**src/rtl/lift_pkg.sv**
```systemverilog
// rtl/lift_pkg.sv - shared state encoding and width helper for the SCAN lift controller
package lift_pkg;

    typedef enum logic [1:0] {
        ST_IDLE = 2'd0,
        ST_MOVE = 2'd1,
        ST_DOOR = 2'd2
    } lift_state_e;

    function automatic int lift_clog2(input int value);
        int w;
        w = 1;
        for (int i = 1; i < 32; i++) begin
            if ((1 << i) < value) w = i + 1;
        end
        return w;
    endfunction

endpackage

```
**src/rtl/lift_req_latch.sv**
```systemverilog
// rtl/lift_req_latch.sv - per-floor request set/clear register, clear wins over set
module lift_req_latch #(
    parameter int           N    = 4,
    parameter logic [N-1:0] MASK = '1
) (
    input  logic         clk,
    input  logic         resetb,
    input  logic [N-1:0] set_i,
    input  logic [N-1:0] clr_i,
    output logic [N-1:0] pend_o
);

    logic [N-1:0] pend_q;
    logic [N-1:0] pend_d;

    always_comb begin
        pend_d = (pend_q | set_i) & ~clr_i & MASK;
    end

    always_ff @(posedge clk or negedge resetb) begin
        if (!resetb) pend_q <= '0;
        else         pend_q <= pend_d;
    end

    assign pend_o = pend_q;

endmodule

```
**src/rtl/lift_scan_ctrl.sv**
```systemverilog
// rtl/lift_scan_ctrl.sv - N-floor SCAN lift dispatcher with latched requests and timed door
module lift_scan_ctrl
    import lift_pkg::*;
#(
    parameter int NFLOORS   = 4,
    parameter int FLW       = 2,
    parameter int TRAVEL_TC = 10,
    parameter int DOOR_TC   = 5
) (
    input  logic               clk,
    input  logic               resetb,
    input  logic               slowref,
    input  logic [NFLOORS-1:0] car_req,
    input  logic [NFLOORS-1:0] hall_up,
    input  logic [NFLOORS-1:0] hall_dn,
    output logic [NFLOORS-1:0] car_pend,
    output logic [NFLOORS-1:0] up_pend,
    output logic [NFLOORS-1:0] dn_pend,
    output logic [FLW-1:0]     floorno,
    output logic               upsig,
    output logic               dnsig,
    output logic               moving,
    output logic               door_open
);

    localparam int CTR_MAX = (TRAVEL_TC > DOOR_TC) ? TRAVEL_TC : DOOR_TC;
    localparam int CW      = lift_clog2(CTR_MAX + 1);
    localparam logic [NFLOORS-1:0] UP_MASK  = {1'b0, {(NFLOORS-1){1'b1}}};
    localparam logic [NFLOORS-1:0] DN_MASK  = {{(NFLOORS-1){1'b1}}, 1'b0};
    localparam logic [NFLOORS-1:0] ALL_MASK = '1;

    lift_state_e       state_q;
    logic [FLW-1:0]    floorno_q;
    logic              dir_q;
    logic [CW-1:0]     ctr_q;

    logic [NFLOORS-1:0] all_pend, floor_oh, nf_oh, door_sup;
    logic [NFLOORS-1:0] up_in, dn_in;
    logic [NFLOORS-1:0] car_set, up_set, dn_set, car_clr, up_clr, dn_clr;
    logic [FLW-1:0]     nf;
    logic               any_above, any_below, here, beyond_nf, at_end, stop;
    logic               press_here, idle_serve, arrive_stop, travel_done;

    assign all_pend    = car_pend | up_pend | dn_pend;
    assign up_in       = hall_up & UP_MASK;
    assign dn_in       = hall_dn & DN_MASK;
    assign travel_done = (ctr_q == CW'(TRAVEL_TC));

    // nf saturates at the shaft ends so the car can never be driven past them
    always_comb begin
        nf = floorno_q;
        if (dir_q && floorno_q != FLW'(NFLOORS - 1)) nf = floorno_q + FLW'(1);
        if (!dir_q && floorno_q != '0)               nf = floorno_q - FLW'(1);
    end

    always_comb begin
        floor_oh  = '0;
        nf_oh     = '0;
        any_above = 1'b0;
        any_below = 1'b0;
        beyond_nf = 1'b0;
        for (int f = 0; f < NFLOORS; f++) begin
            floor_oh[f] = (FLW'(f) == floorno_q);
            nf_oh[f]    = (FLW'(f) == nf);
            if (FLW'(f) > floorno_q) any_above = any_above | all_pend[f];
            if (FLW'(f) < floorno_q) any_below = any_below | all_pend[f];
            if (dir_q ? (FLW'(f) > nf) : (FLW'(f) < nf)) beyond_nf = beyond_nf | all_pend[f];
        end
    end

    assign here   = |(all_pend & floor_oh);
    assign at_end = dir_q ? (nf == FLW'(NFLOORS - 1)) : (nf == '0);
    assign stop   = |(car_pend & nf_oh) | |((dir_q ? up_pend : dn_pend) & nf_oh) | !beyond_nf | at_end;

    // A press at the open-door floor extends the door instead of being latched
    assign door_sup   = (state_q == ST_DOOR) ? floor_oh : '0;
    assign press_here = |(door_sup & (car_req | up_in | dn_in));
    assign car_set    = car_req & ~door_sup;
    assign up_set     = up_in & ~door_sup;
    assign dn_set     = dn_in & ~door_sup;

    assign idle_serve  = slowref && (state_q == ST_IDLE) && here;
    assign arrive_stop = slowref && (state_q == ST_MOVE) && travel_done && stop;

    always_comb begin
        car_clr = '0;
        up_clr  = '0;
        dn_clr  = '0;
        if (idle_serve) begin
            car_clr = floor_oh;
            up_clr  = floor_oh;
            dn_clr  = floor_oh;
        end else if (arrive_stop) begin
            car_clr = nf_oh;
            if (dir_q || !beyond_nf)  up_clr = nf_oh;
            if (!dir_q || !beyond_nf) dn_clr = nf_oh;
        end
    end

    lift_req_latch #(.N(NFLOORS), .MASK(ALL_MASK)) u_car (
        .clk(clk), .resetb(resetb), .set_i(car_set), .clr_i(car_clr), .pend_o(car_pend));
    lift_req_latch #(.N(NFLOORS), .MASK(UP_MASK)) u_up (
        .clk(clk), .resetb(resetb), .set_i(up_set), .clr_i(up_clr), .pend_o(up_pend));
    lift_req_latch #(.N(NFLOORS), .MASK(DN_MASK)) u_dn (
        .clk(clk), .resetb(resetb), .set_i(dn_set), .clr_i(dn_clr), .pend_o(dn_pend));

    always_ff @(posedge clk or negedge resetb) begin
        if (!resetb) begin
            state_q   <= ST_IDLE;
            floorno_q <= '0;
            dir_q     <= 1'b1;
            ctr_q     <= '0;
        end else if (press_here) begin
            ctr_q <= '0;
        end else if (slowref) begin
            case (state_q)
                ST_IDLE: begin
                    ctr_q <= '0;
                    if (here) begin
                        state_q <= ST_DOOR;
                    end else if (any_above && (dir_q || !any_below)) begin
                        dir_q   <= 1'b1;
                        state_q <= ST_MOVE;
                    end else if (any_below) begin
                        dir_q   <= 1'b0;
                        state_q <= ST_MOVE;
                    end
                end
                ST_MOVE: begin
                    if (travel_done) begin
                        floorno_q <= nf;
                        ctr_q     <= '0;
                        if (stop) state_q <= ST_DOOR;
                    end else begin
                        ctr_q <= ctr_q + CW'(1);
                    end
                end
                ST_DOOR: begin
                    if (ctr_q == CW'(DOOR_TC)) begin
                        ctr_q   <= '0;
                        state_q <= ST_IDLE;
                    end else begin
                        ctr_q <= ctr_q + CW'(1);
                    end
                end
                default: begin
                    state_q <= ST_IDLE;
                    ctr_q   <= '0;
                end
            endcase
        end
    end

    assign floorno   = floorno_q;
    assign moving    = (state_q == ST_MOVE);
    assign door_open = (state_q == ST_DOOR);
    assign upsig     = moving & dir_q;
    assign dnsig     = moving & ~dir_q;

endmodule

```
**config.mk**
```make
export PLATFORM = sky130hd
export DESIGN_NAME = lift_scan_ctrl
export DESIGN_NICKNAME = d
export VERILOG_FILES = /design/src/rtl/lift_pkg.sv /design/src/rtl/lift_req_latch.sv /design/src/rtl/lift_scan_ctrl.sv
export SDC_FILE = /design/constraint.sdc
export NUM_CORES = 1
export LEC_CHECK = 0
export BUFFER_PORTS_ARGS = -buffer_cell sky130_fd_sc_hd__buf_2
export CAP_MARGIN = 20
export CORE_MARGIN = 2
export CORE_UTILIZATION = 40
export DETAILED_ROUTE_END_ITERATION = 10
export GPL_TIMING_DRIVEN = 0
export HOLD_SLACK_MARGIN = 0.08
export PLACE_DENSITY = 0.64
export SLEW_MARGIN = 5
export SYNTH_ARGS = -nofsm -noshare
export SYNTH_HDL_FRONTEND = slang
export SYNTH_SLANG_ARGS = --single-unit
```
**constraint.sdc**
```tcl
create_clock -name clk -period 4.1 [get_ports clk]
set_input_delay 0.41 -clock clk [delete_from_list [all_inputs] [get_ports clk]]
set_output_delay 0.41 -clock clk [all_outputs]
set_load 0.02 [all_outputs]
```
* Word-level counts from Yosys, hierarchy flattened
Index checks and enable logic that the tools add are counted.
Word-level totals: bits in registers 47, bits in latches 0, RAM bits 0, memory bits (read-only) 0, input port bits 15, output and inout bits 18, word-level logic and storage cells 150, memories kept 0
Cells by class: $add $sub $neg 3, multiply operators 0, divide/modulo/power cells 0, $lt $le $gt $ge 16, equal/unequal tests 16, shift operators 0, multiplexer cells 43, bitwise logic cells 38, reductions and logical operators 27
Operators with widths (number):
- 2-to-1 mux 32 bit | 4
- one-hot mux 32 bit (2 select lines) | 1
- adder 32 x 1 -> 32 bit, second input constant | 1
- AND 4 bit | 8
- == test 32 x 3 -> 1 bit, second input constant | 1
- == test 32 x 4 -> 1 bit, second input constant | 1
- 2-to-1 mux 4 bit | 7
- 2-to-1 mux 1 bit | 19
- 2-to-1 mux 2 bit | 8
- bitwise OR 4 bit | 4
- OR reduction 4 bit | 4
- inverter 4 bit | 3
- bitwise OR 1 bit | 12
- 2-to-1 mux 3 bit | 3
- == test 2 bit, first input constant | 4
- > comparator 1 x 2 -> 1 bit, first input constant | 4
- > comparator 2 bit, first input constant | 4
- logical AND 1 bit | 8
- < comparator 1 x 2 -> 1 bit, first input constant | 4
- < comparator 2 bit, first input constant | 4
- bitwise OR 4 x 3 -> 4 bit | 2
- AND 3 bit | 2
- zero test 2 bit | 3
- inequality test 2 x 1 -> 1 bit, second input constant | 3
- 18 further kinds | 29

* Logic depth before layout (Yosys ltp)
Gate-level depths: netlist of the first run.
depth after elaboration 21, gate-level depth with buffers 12, depth with buffers taken out 9

* Cells and area by module
From an unflattened synthesis of the first run, not the netlist that was laid out.
Second synthesis, totals: cells, all modules 402, area, all modules 3408.3 um^2
By module, submodules not included:
- lift_scan_ctrl | instances 1, cells an instance 378, area an instance 3035.4 um^2
- lift_req_latch (u_dn ...) | instances 2, cells an instance 8, area an instance 116.4 um^2
- lift_req_latch (u_car) | instances 1, cells an instance 8, area an instance 140.1 um^2

* Least setup slack after synthesis of the first run
Ideal clock, no wire load.
kind register to register, start register floorno_q[0] (netlist: floorno[0]), end register u_up.pend_q[0] (netlist: u_up.pend_o[0]), library setup time 0.119 ns, data arrival time 2.868 ns, path slack 1.113 ns, stages on the path, launching flop included 11, period minus slack after synthesis 2.987 ns, cells stage by stage dfrtp_1 -> buf_2 -> inv_1 -> ha_1 -> buf_2 -> a221o_1 -> and3_1 -> a211o_1 -> a311oi_2 -> o211ai_1 -> and2_1
Between the ends: cells in the longest elaborated chain, start to end 21, elaborated cells between the ends (all ways) 59
RTL lines:
- start, declared | line lift_scan_ctrl.sv:33 | logic [FLW-1:0] floorno_q;
- start signal, assigned | line lift_scan_ctrl.sv:131 | floorno_q <= nf;
- branches (longest 20 deep; another with adder 2 x 1 -> 2 bit)
- AND 3 bit (*) | line lift_req_latch.sv:17 | pend_d = (pend_q | set_i) & ~clr_i & MASK;
- net u_up.pend_d[0] | line lift_req_latch.sv:14 | logic [N-1:0] pend_d;
- end signal, assigned | line lift_req_latch.sv:22 | else pend_q <= pend_d;
- end, declared | line lift_req_latch.sv:13 | logic [N-1:0] pend_q;
Mark *: on every way through the listed nets, which the timed path passes. A chain may end at the register's enable or synchronous reset.

* Worst setup path in the final report of the first run
Ends and elaborated chain as after synthesis.

==> results.cfg, run 1 <==
[worst_setup_path]
cp.required_ps = 4300
arrival_ps = 3750
crit_path_max_fanout = 10
crit_type = flop to flop
cp-end-kind = flop
start_kind = flop

[sta]
finalCriticalPeriod_ps = 3550
max_freq_mhz = 282
rsz0062_at_grt = no
worst_pin_slew_ps = 867
setup_viol = 0
slew_headroom_pct = 41.6
setup_slack_ps = 553
skew_ps = 14.0
finalHoldViolCount = 0
drv_slew = 0
finalCritPeriodShare_pct = 86.5
fin_tns_setup_ps = 0

[routing]
vias_per_cell = 5.87
wl_per_cell_um = 15.9
vias = 3176
drt_wl_total_mm = 8.61
dr.pass1.iters = 5
drtIter0Drc = 215
ant_nets = 0
drc = 0

[die]
die_y_um = 92.9
chipWidth_um = 92.9
num_rows = 32
num_io_pins = 33
start_util_pct = 41.1
die-area_um2 = 8630
coreArea_um2 = 7690

[yosys]
synth_edf_count = 0
synth-simple-area-share_pct = 25.1
syn_area_per_cell_um2 = 7.98
synth_cells = 396
synth_xor_area_share_pct = 0.554
yosys_register_bits = 47
netlist_area_um2 = 3160
yosysUniqueCellTypes = 56
synthMuxAreaShare_pct = 0.673
synth_compound_area_share_pct = 27.0
synth_seq_area_share_pct = 37.3
synthArstFlopShare_pct = 100
synth_top_family_by_area = compound AO/OA/AOI/OAI gates
synthAdderAreaFrac_pct = 4.75
ys.flop_type = dfrtp_1
yosys_warnings = 0

[global_route]
grt_pass1_wl_mm = 14.3
grt_max_degree = 48
grt_pass1_vias = 2892
grt_overflow = 0
track_usage_pct = 20.4
antenna_found_initial = 0

[clock_tree]
clock_path_buffers = 2
cts_root_buf = clkbuf_8
clock_latency_ps = 310
numCtsBuffers = 5
cts_tree = done
htreeDepth = 2
clk_pin_slew_ps = 100
clock-sinks = 47

[power]
p_leak_nw = 1.53
fin_total_pwr_uw = 870
peakVddDrop_uv = 177
power_density_nw_per_um2 = 241

[layout]
area_growth_syn_to_layout_pct = 14.1
antenna_cells = 0
mostFrequentLayoutCells = o21ai_0 (54), nand2_1 (48), dfrtp_1 (46)
nets = 465
stdcell_count = 541
drive_gt1_share_pct = 12.8
final_common_cell = o21ai_0

[placed_design]
dp_slack_ps = 310
place_congestion = 0.887
dp_cells = 527
portBuffers = 28
hpwl_mm = 6.11

[run_status]
status = finished clean

[worst_hold_path]
hold_path_class = input pin to flop

[flow_run]
maxCapViolations = 0
[state kept, by name, indices dropped and copies added (netlist names)]
signal,flops
ctr_q,32
u_car.pend_o,4
u_dn.pend_o,3
u_up.pend_o,3
floorno,2
state_q,2
dir_q,1
[cell families after synthesis]
family | Yosys count
adder cells (fa/ha/maj) | 12
buffers and inverters | 34
flip-flops | 47
AND/OR/NAND/NOR | 160
AO/OA/AOI/OAI | 138
other | 1
multiplexers | 2
XOR/XNOR | 2
[worst max-delay path, stage by stage, from the launching register on]
cell      delay, ps
dfrtp_1         460
buf_2           250
inv_1           150
ha_1            410
inv_1           100
o2111a_1        250
a311oi_1        570
o311ai_0        440
a311oi_2        360
buf_4           180
o211ai_1        100
and2_1          170
[through the flow]
stage | area (µm²) | utilization, % | hold WS [ps]
after CTS | 3550 | 46.1 | 339
after global routing | 3610 | 46.9 | 459
final | 3610 | 46.9 | 445
after detailed placement | 3430 | 44.6 | 513
after floorplan | 3160 | - | 114
after global placement | 3430 | 44.6 | 501
[power breakdown]
part           leakage (nW)  internal (mW)  switching [mW]  total [mW]
Combinational         0.865         0.0140          0.0286      0.0427
Clock                0.0548          0.184           0.178       0.363
Sequential            0.606          0.464        0.000940       0.465
[cell type report]
class	count	area [µm²]
Buffer	20	90.1
Clock buffer	5	68.8
Clock inverter	3	46.3
Fill cell	789	4080
Inverter	14	52.6
Multi-Input combinational cell	316	1840
Sequential cell	47	1180
Tap cell	102	128
Timing Repair Buffer	34	200
[routing by layer]
layer  track usage [%]  up-vias  routed length, µm
met3              4.64        6                599
li1                  -     1548                  -
met5                 0        -                  0
met1              29.4     1519               4110
met2              31.8      103               3840
met4              3.43        0                 59
[repair_timing]
action / in CTS / in global routing
gates resized for setup: 0 / 0
endpoints found under the setup margin: 0 / 2
endpoints found under the hold margin: 0 / 10
hold buffers: 0 / 1
buffers inserted: 0 / 4
[path summary, 6_finish.rpt]
kind                            startpoint             end  slack, ps  cells past startpoint
worst max-delay path            floorno[0]  u_up.pend_o[0]        550                     11
max in group asynchronous           resetb       ctr_q[28]       3050                      3
min in group asynchronous           resetb      floorno[0]        540                      2
worst min register to register   ctr_q[31]       ctr_q[31]        520                      1
worst min-delay path            hall_up[1]  u_up.pend_o[1]        440                      3
worst max register to register  floorno[0]  u_up.pend_o[0]        550                     11
[Yosys cell counts, types with 2 or more instances]
cell,count,share of area [%]
nor3_1,4,0.63
a21oi_1,27,4.3
a31oi_1,19,3.8
nand2b_1,4,0.79
o41ai_1,2,0.55
nand4_1,9,1.8
o31ai_1,4,0.95
o211ai_1,3,0.71
inv_1,14,1.7
clkbuf_1,11,1.3
a221o_1,4,1.3
nor2_1,33,3.9
a311oi_1,3,0.83
or2_2,2,0.40
and3_1,13,2.6
a21o_1,5,1.2
nor2b_1,5,0.99
o31a_1,2,0.55
o21ai_0,54,8.6
ha_1,12,4.8
nor4_1,9,1.8
or3_1,4,0.79
buf_2,6,0.95
nand2_1,48,5.7
xnor2_1,2,0.55
and2_1,8,1.6
dfrtp_1,46,36
nand3_1,14,2.2
buf_4,2,0.47
Note: power is estimated with default switching activity, not from simulation.
==> inputs of run 2 (changes only) <==
==> constraint.sdc (replaced) <==
create_clock -name clk -period 4.3 [get_ports clk]
set_input_delay 0.43 -clock clk [delete_from_list [all_inputs] [get_ports clk]]
set_output_delay 0.43 -clock clk [all_outputs]
set_load 0.02 [all_outputs]
==> results.cfg, run 2 (synthesis results as in run 1) <==
[run_status]
status = finished clean

[die]
num_io_pins = 33
die-area_um2 = 8630
die_y_um = 92.9
coreArea_um2 = 7690
num_rows = 32
start_util_pct = 41.1
chipWidth_um = 92.9

[layout]
area_growth_syn_to_layout_pct = 13.2
stdcell_count = 537
final_common_cell = o21ai_0
drive_gt1_share_pct = 12.0
fill_cells = 787
nets = 461
antenna_cells = 0
mostFrequentLayoutCells = o21ai_0 (54), nand2_1 (48), dfrtp_1 (46)
regMostFlops = ctr_q
largest_reg_flops = 32

[routing]
top_layer = met4
wl_per_cell_um = 15.9
route.met2.wl_mm = 3.80
drt_wl_total_mm = 8.56
vias_per_cell = 5.90
wl_met1_mm = 4.09
drc = 0
wl_met3_um = 602
drtIter0Drc = 253
ant_nets = 0
vias = 3168
dr.pass1.iters = 5

[worst_hold_path]
min-delay-start = hall_up[1]
whs_endpoint = u_up.pend_o[1]
hold_path_class = input pin to flop
min_path_cells = 3

[global_route]
grt_max_degree = 48
grt_pass1_vias = 2892
grt_overflow = 0
antenna_found_initial = 0
track_usage_pct = 20.4
grt_pass1_wl_mm = 14.3

[sta]
setup_viol = 0
finalHoldViolCount = 0
setup_slack_ps = 434
slew_headroom_pct = 42.8
rsz0062_at_grt = no
finalCriticalPeriod_ps = 3870
drv_slew = 0
whs_ps = 466
max_freq_mhz = 259
skew_ps = 14.4
worst_pin_slew_ps = 850
fin_tns_setup_ps = 0
finalCritPeriodShare_pct = 89.9

[clock_tree]
htreeDepth = 2
clock_latency_ps = 310
cts_resized = 0
cts_root_buf = clkbuf_8
clock_path_buffers = 2
clock-sinks = 47
clk_pin_slew_ps = 100
post_cts.repair.setup_buffers = 0
numCtsBuffers = 5
cts_tree = done

[worst_setup_path]
crit_type = flop to flop
reg2reg_depth = 10
start_kind = flop
critPathTopFamily = compound AO/OA/AOI/OAI gates
critPathBufInv = 3
arrival_ps = 4060
crit_path_max_fanout = 10
cp-end-kind = flop
rrSetupSlack_ps = 430
cpMaxStageDelayCell = a311oi_2
cpPeakStageDelay_ps = 700
rr_endpoint = u_up.pend_o[0]
cp_common_cell = inv_1
cp.required_ps = 4500
cp_cell_sequence = buf_2, inv_1, ha_1, inv_1, o2111a_1, a311oi_1, o311ai_0, a311oi_2, o211ai_1, and2_1
r2r-start = floorno[0]

[placed_design]
hpwl_mm = 6.11
place_congestion = 0.887
dp_slack_ps = 510
dp_cells = 527
portBuffers = 28

[power]
power_density_nw_per_um2 = 231
peakVddDrop_uv = 169
p_leak_nw = 1.50

[flow_run]
maxCapViolations = 0
==> run 2: cell types whose count changed in the layout (fill, tap and decap cells not counted), sizes merged <==
cell / delta
buf: -4
==> run 2: final cells by class <==
class | count | area [µm²] | area share, %
Multi-Input combinational cell | 316 | 1840 | 51.6
Sequential cell | 47 | 1180 | 32.9
Timing Repair Buffer | 30 | 170 | 4.76
Tap cell | 102 | 128 | 3.57
Buffer | 20 | 90.1 | 2.52
Clock buffer | 5 | 68.8 | 1.92
Inverter | 14 | 52.6 | 1.47
Clock inverter | 3 | 46.3 | 1.29
==> run 2: worst max-delay path by stage <==
stage | startpoint | to | slack [ps] | depth (start not counted)
after global routing | floorno[0] | u_up.pend_o[0] | 170 | 10
after global placement | floorno[0] | u_up.pend_o[0] | 520 | 10
after CTS | floorno[0] | u_up.pend_o[0] | 470 | 10
after floorplan | floorno[0] | u_up.pend_o[0] | 1310 | 10
final | floorno[0] | u_up.pend_o[0] | 430 | 10
after detailed placement | floorno[0] | u_up.pend_o[0] | 510 | 10
==> run 2: metal layers <==
layer	up-vias	GRT usage, %
met3	8	4.64
met2	103	31.8
met5	-	0
met1	1517	29.4
met4	0	3.43
li1	1540	-
==> run 2: through the flow <==
step           util, %  area, µm²  power (mW)
6_report          46.5       3580       0.828
5_1_grt           46.5       3580       0.860
4_1_cts           46.1       3550       0.838
3_5_place_dp      44.6       3430       0.490
3_3_place_gp      44.6       3430       0.489
2_1_floorplan        -       3160       0.468
==> run 2: worst reg2reg max path: cells and delay by family, from the launching register on <==
| kind | cells | cell delay (ps) |
|---|---|---|
| AO/OA/AOI/OAI | 5 | 2190 |
| adder cells (fa/ha/maj) | 1 | 410 |
| buffers and inverters | 3 | 500 |
| flip-flops | 1 | 460 |
| AND/OR/NAND/NOR | 1 | 210 |
==> run 2: repair_timing <==
item	CTS	global route
hold buffers	0	1
setup endpoints to repair	0	0
endpoints found under the hold margin	0	10
==> run 2: power breakdown <==
group	internal, mW	total (mW)	switching (mW)
sequential	0.442	0.443	0.000919
combinational	0.0134	0.0406	0.0272
clock	0.175	0.344	0.169
==> inputs of run 3 (changes only) <==
--- a/config.mk
+++ b/config.mk
@@ -7,6 +7,7 @@
 export LEC_CHECK = 0
 export BUFFER_PORTS_ARGS = -buffer_cell sky130_fd_sc_hd__buf_2
 export CAP_MARGIN = 20
+export CORE_ASPECT_RATIO = 0.75
 export CORE_MARGIN = 2
 export CORE_UTILIZATION = 40
 export DETAILED_ROUTE_END_ITERATION = 10
==> results.cfg, run 3 (synthesis results as in run 1) <==
[run_status]
status = finished clean

[worst_hold_path]
min_path_cells = 3
hold_path_class = input pin to flop

[die]
num_io_pins = 33
die_y_um = 81.0
chipWidth_um = 107
start_util_pct = 40.6
die-area_um2 = 8640
num_rows = 28
coreArea_um2 = 7780

[sta]
finalCriticalPeriod_ps = 4070
slew_headroom_pct = 32.2
worst_pin_slew_ps = 1010
max_freq_mhz = 246
skew_ps = 19.8
fin_tns_setup_ps = 0
finalCritPeriodShare_pct = 94.6
setup_viol = 0
finalHoldViolCount = 0
rsz0062_at_grt = no
drv_slew = 0

[power]
power_density_nw_per_um2 = 230
power_switching_uw = 193
pwr-share-comb_pct = 4.9
clkPwrFrac_pct = 41.4
peakVddDrop_uv = 133
sw_frac_of_total_pct = 23.4
pwr-share-seq_pct = 53.7
p_leak_nw = 1.51
p_int_uw = 632

[worst_setup_path]
cp_common_cell = inv_1
cpMaxStageDelayCell = a311oi_2
cp.depth = 10
crit_path_max_fanout = 10
cp-end-kind = flop
cp.required_ps = 4510
cpPeakStageDelay_ps = 770
critPathTopFamily = compound AO/OA/AOI/OAI gates
crit_type = flop to flop
cp_cell_sequence = buf_2, inv_1, ha_1, inv_1, o2111a_1, a311oi_1, o311ai_0, a311oi_2, o211ai_1, and2_1
arrival_ps = 4280
reg2reg_depth = 10
start_kind = flop
critPathBufInv = 3

[clock_tree]
clock_path_buffers = 2
clock-sinks = 47
numCtsBuffers = 5
htreeDepth = 2
clock_latency_ps = 320
clk_pin_slew_ps = 90
cts_root_buf = clkbuf_8
cts_tree = done

[global_route]
grt_pass1_vias = 2788
globalRouteMet3Util_pct = 4.17
grt_max_degree = 48
grtUsageMet1_pct = 33.6
grt_overflow = 0
grtUsageMet2_pct = 29.4
grt.busiest_layer = met1
antenna_found_initial = 0
grt_pass1_wl_mm = 14.3
track_usage_pct = 21.3

[layout]
fin_area_um2 = 3580
area_growth_syn_to_layout_pct = 13.3
drive_gt1_share_pct = 12.0
antenna_cells = 0
mostFrequentLayoutCells = o21ai_0 (54), nand2_1 (48), dfrtp_1 (46)
largest_reg_flops = 32
nets = 461
final_common_cell = o21ai_0
regMostFlops = ctr_q

[flow_run]
maxCapViolations = 0

[routing]
vias = 3145
drtIter0Drc = 291
wl_per_cell_um = 16.3
dr.pass1.iters = 5
ant_nets = 0
drt_wl_total_mm = 8.81
drc = 0
vias_per_cell = 5.82

[placed_design]
place_congestion = 1.00
hpwl_mm = 6.57
portBuffers = 28
dpl-instance-area_um2 = 3440
run 3: changes by cell type in the layout (fill, tap and decap cells not counted), sizes merged:
cell,delta
clkinv,+1
clkinvlp,-1
run 3: timing repair:
item | in CTS | in global routing
setup buffers | 0 | 0
resized for setup | 0 | 0
hold endpoints to repair | 0 | 9
hold buffers | 0 | 1
run 3: power groups by stage:
stage | Clock [mW] | Sequential (mW) | Combinational [mW]
finish | 0.341 | 0.443 | 0.0404
global route | 0.367 | 0.444 | 0.0454
floorplan | 0 | 0.452 | 0.0163
CTS | 0.349 | 0.443 | 0.0381
detailed placement | 0 | 0.452 | 0.0379
global placement | 0 | 0.452 | 0.0374
run 3: through the flow:
step                total power [mW]  util, %  cells  setup WS [ps]  hold WS (ps)
finish                         0.825     46.1    540            232           435
detailed placement             0.490     44.2    530            410           490
global placement               0.489     44.2    530            408           481
floorplan                      0.468        -    397           1310           134
global route                   0.856     46.1    540           85.2           442
CTS                            0.830     45.7    538            404           337
run 3: final timing paths:
check	start	slack [ps]	end
max in group asynchronous	resetb	3230	dir_q
worst min-delay path	car_req[1]	440	u_car.pend_o[1]
worst max register to register	floorno[0]	230	u_up.pend_o[0]
worst max-delay path	floorno[0]	230	u_up.pend_o[0]
min in group asynchronous	resetb	510	u_up.pend_o[1]
worst min register to register	ctr_q[31]	500	ctr_q[31]
run 3: worst reg2reg max path, cell delays in order (launching register included):
cell	delay, ps
dfrtp_1	470
buf_2	260
inv_1	150
ha_1	390
inv_1	90
o2111a_1	270
a311oi_1	730
o311ai_0	380
a311oi_2	770
o211ai_1	250
and2_1	220
run 3: layer usage:
metal | vias up | share of wire (%)
met5 | - | 0
met2 | 112 | 40
met1 | 1487 | 52
met4 | 0 | 1.0
met3 | 9 | 7.5
li1 | 1537 | -
run 3: area by class of cell:
cell class | count | area (µm²)
flip-flops and latches | 47 | 1180
plain buffers | 20 | 90.1
clock inverters | 3 | 47.5
clock buffers | 5 | 68.8
fillers | 779 | 4200
inverters | 14 | 52.6
multi-input cells | 316 | 1840
well taps | 105 | 131
repair buffers | 30 | 170
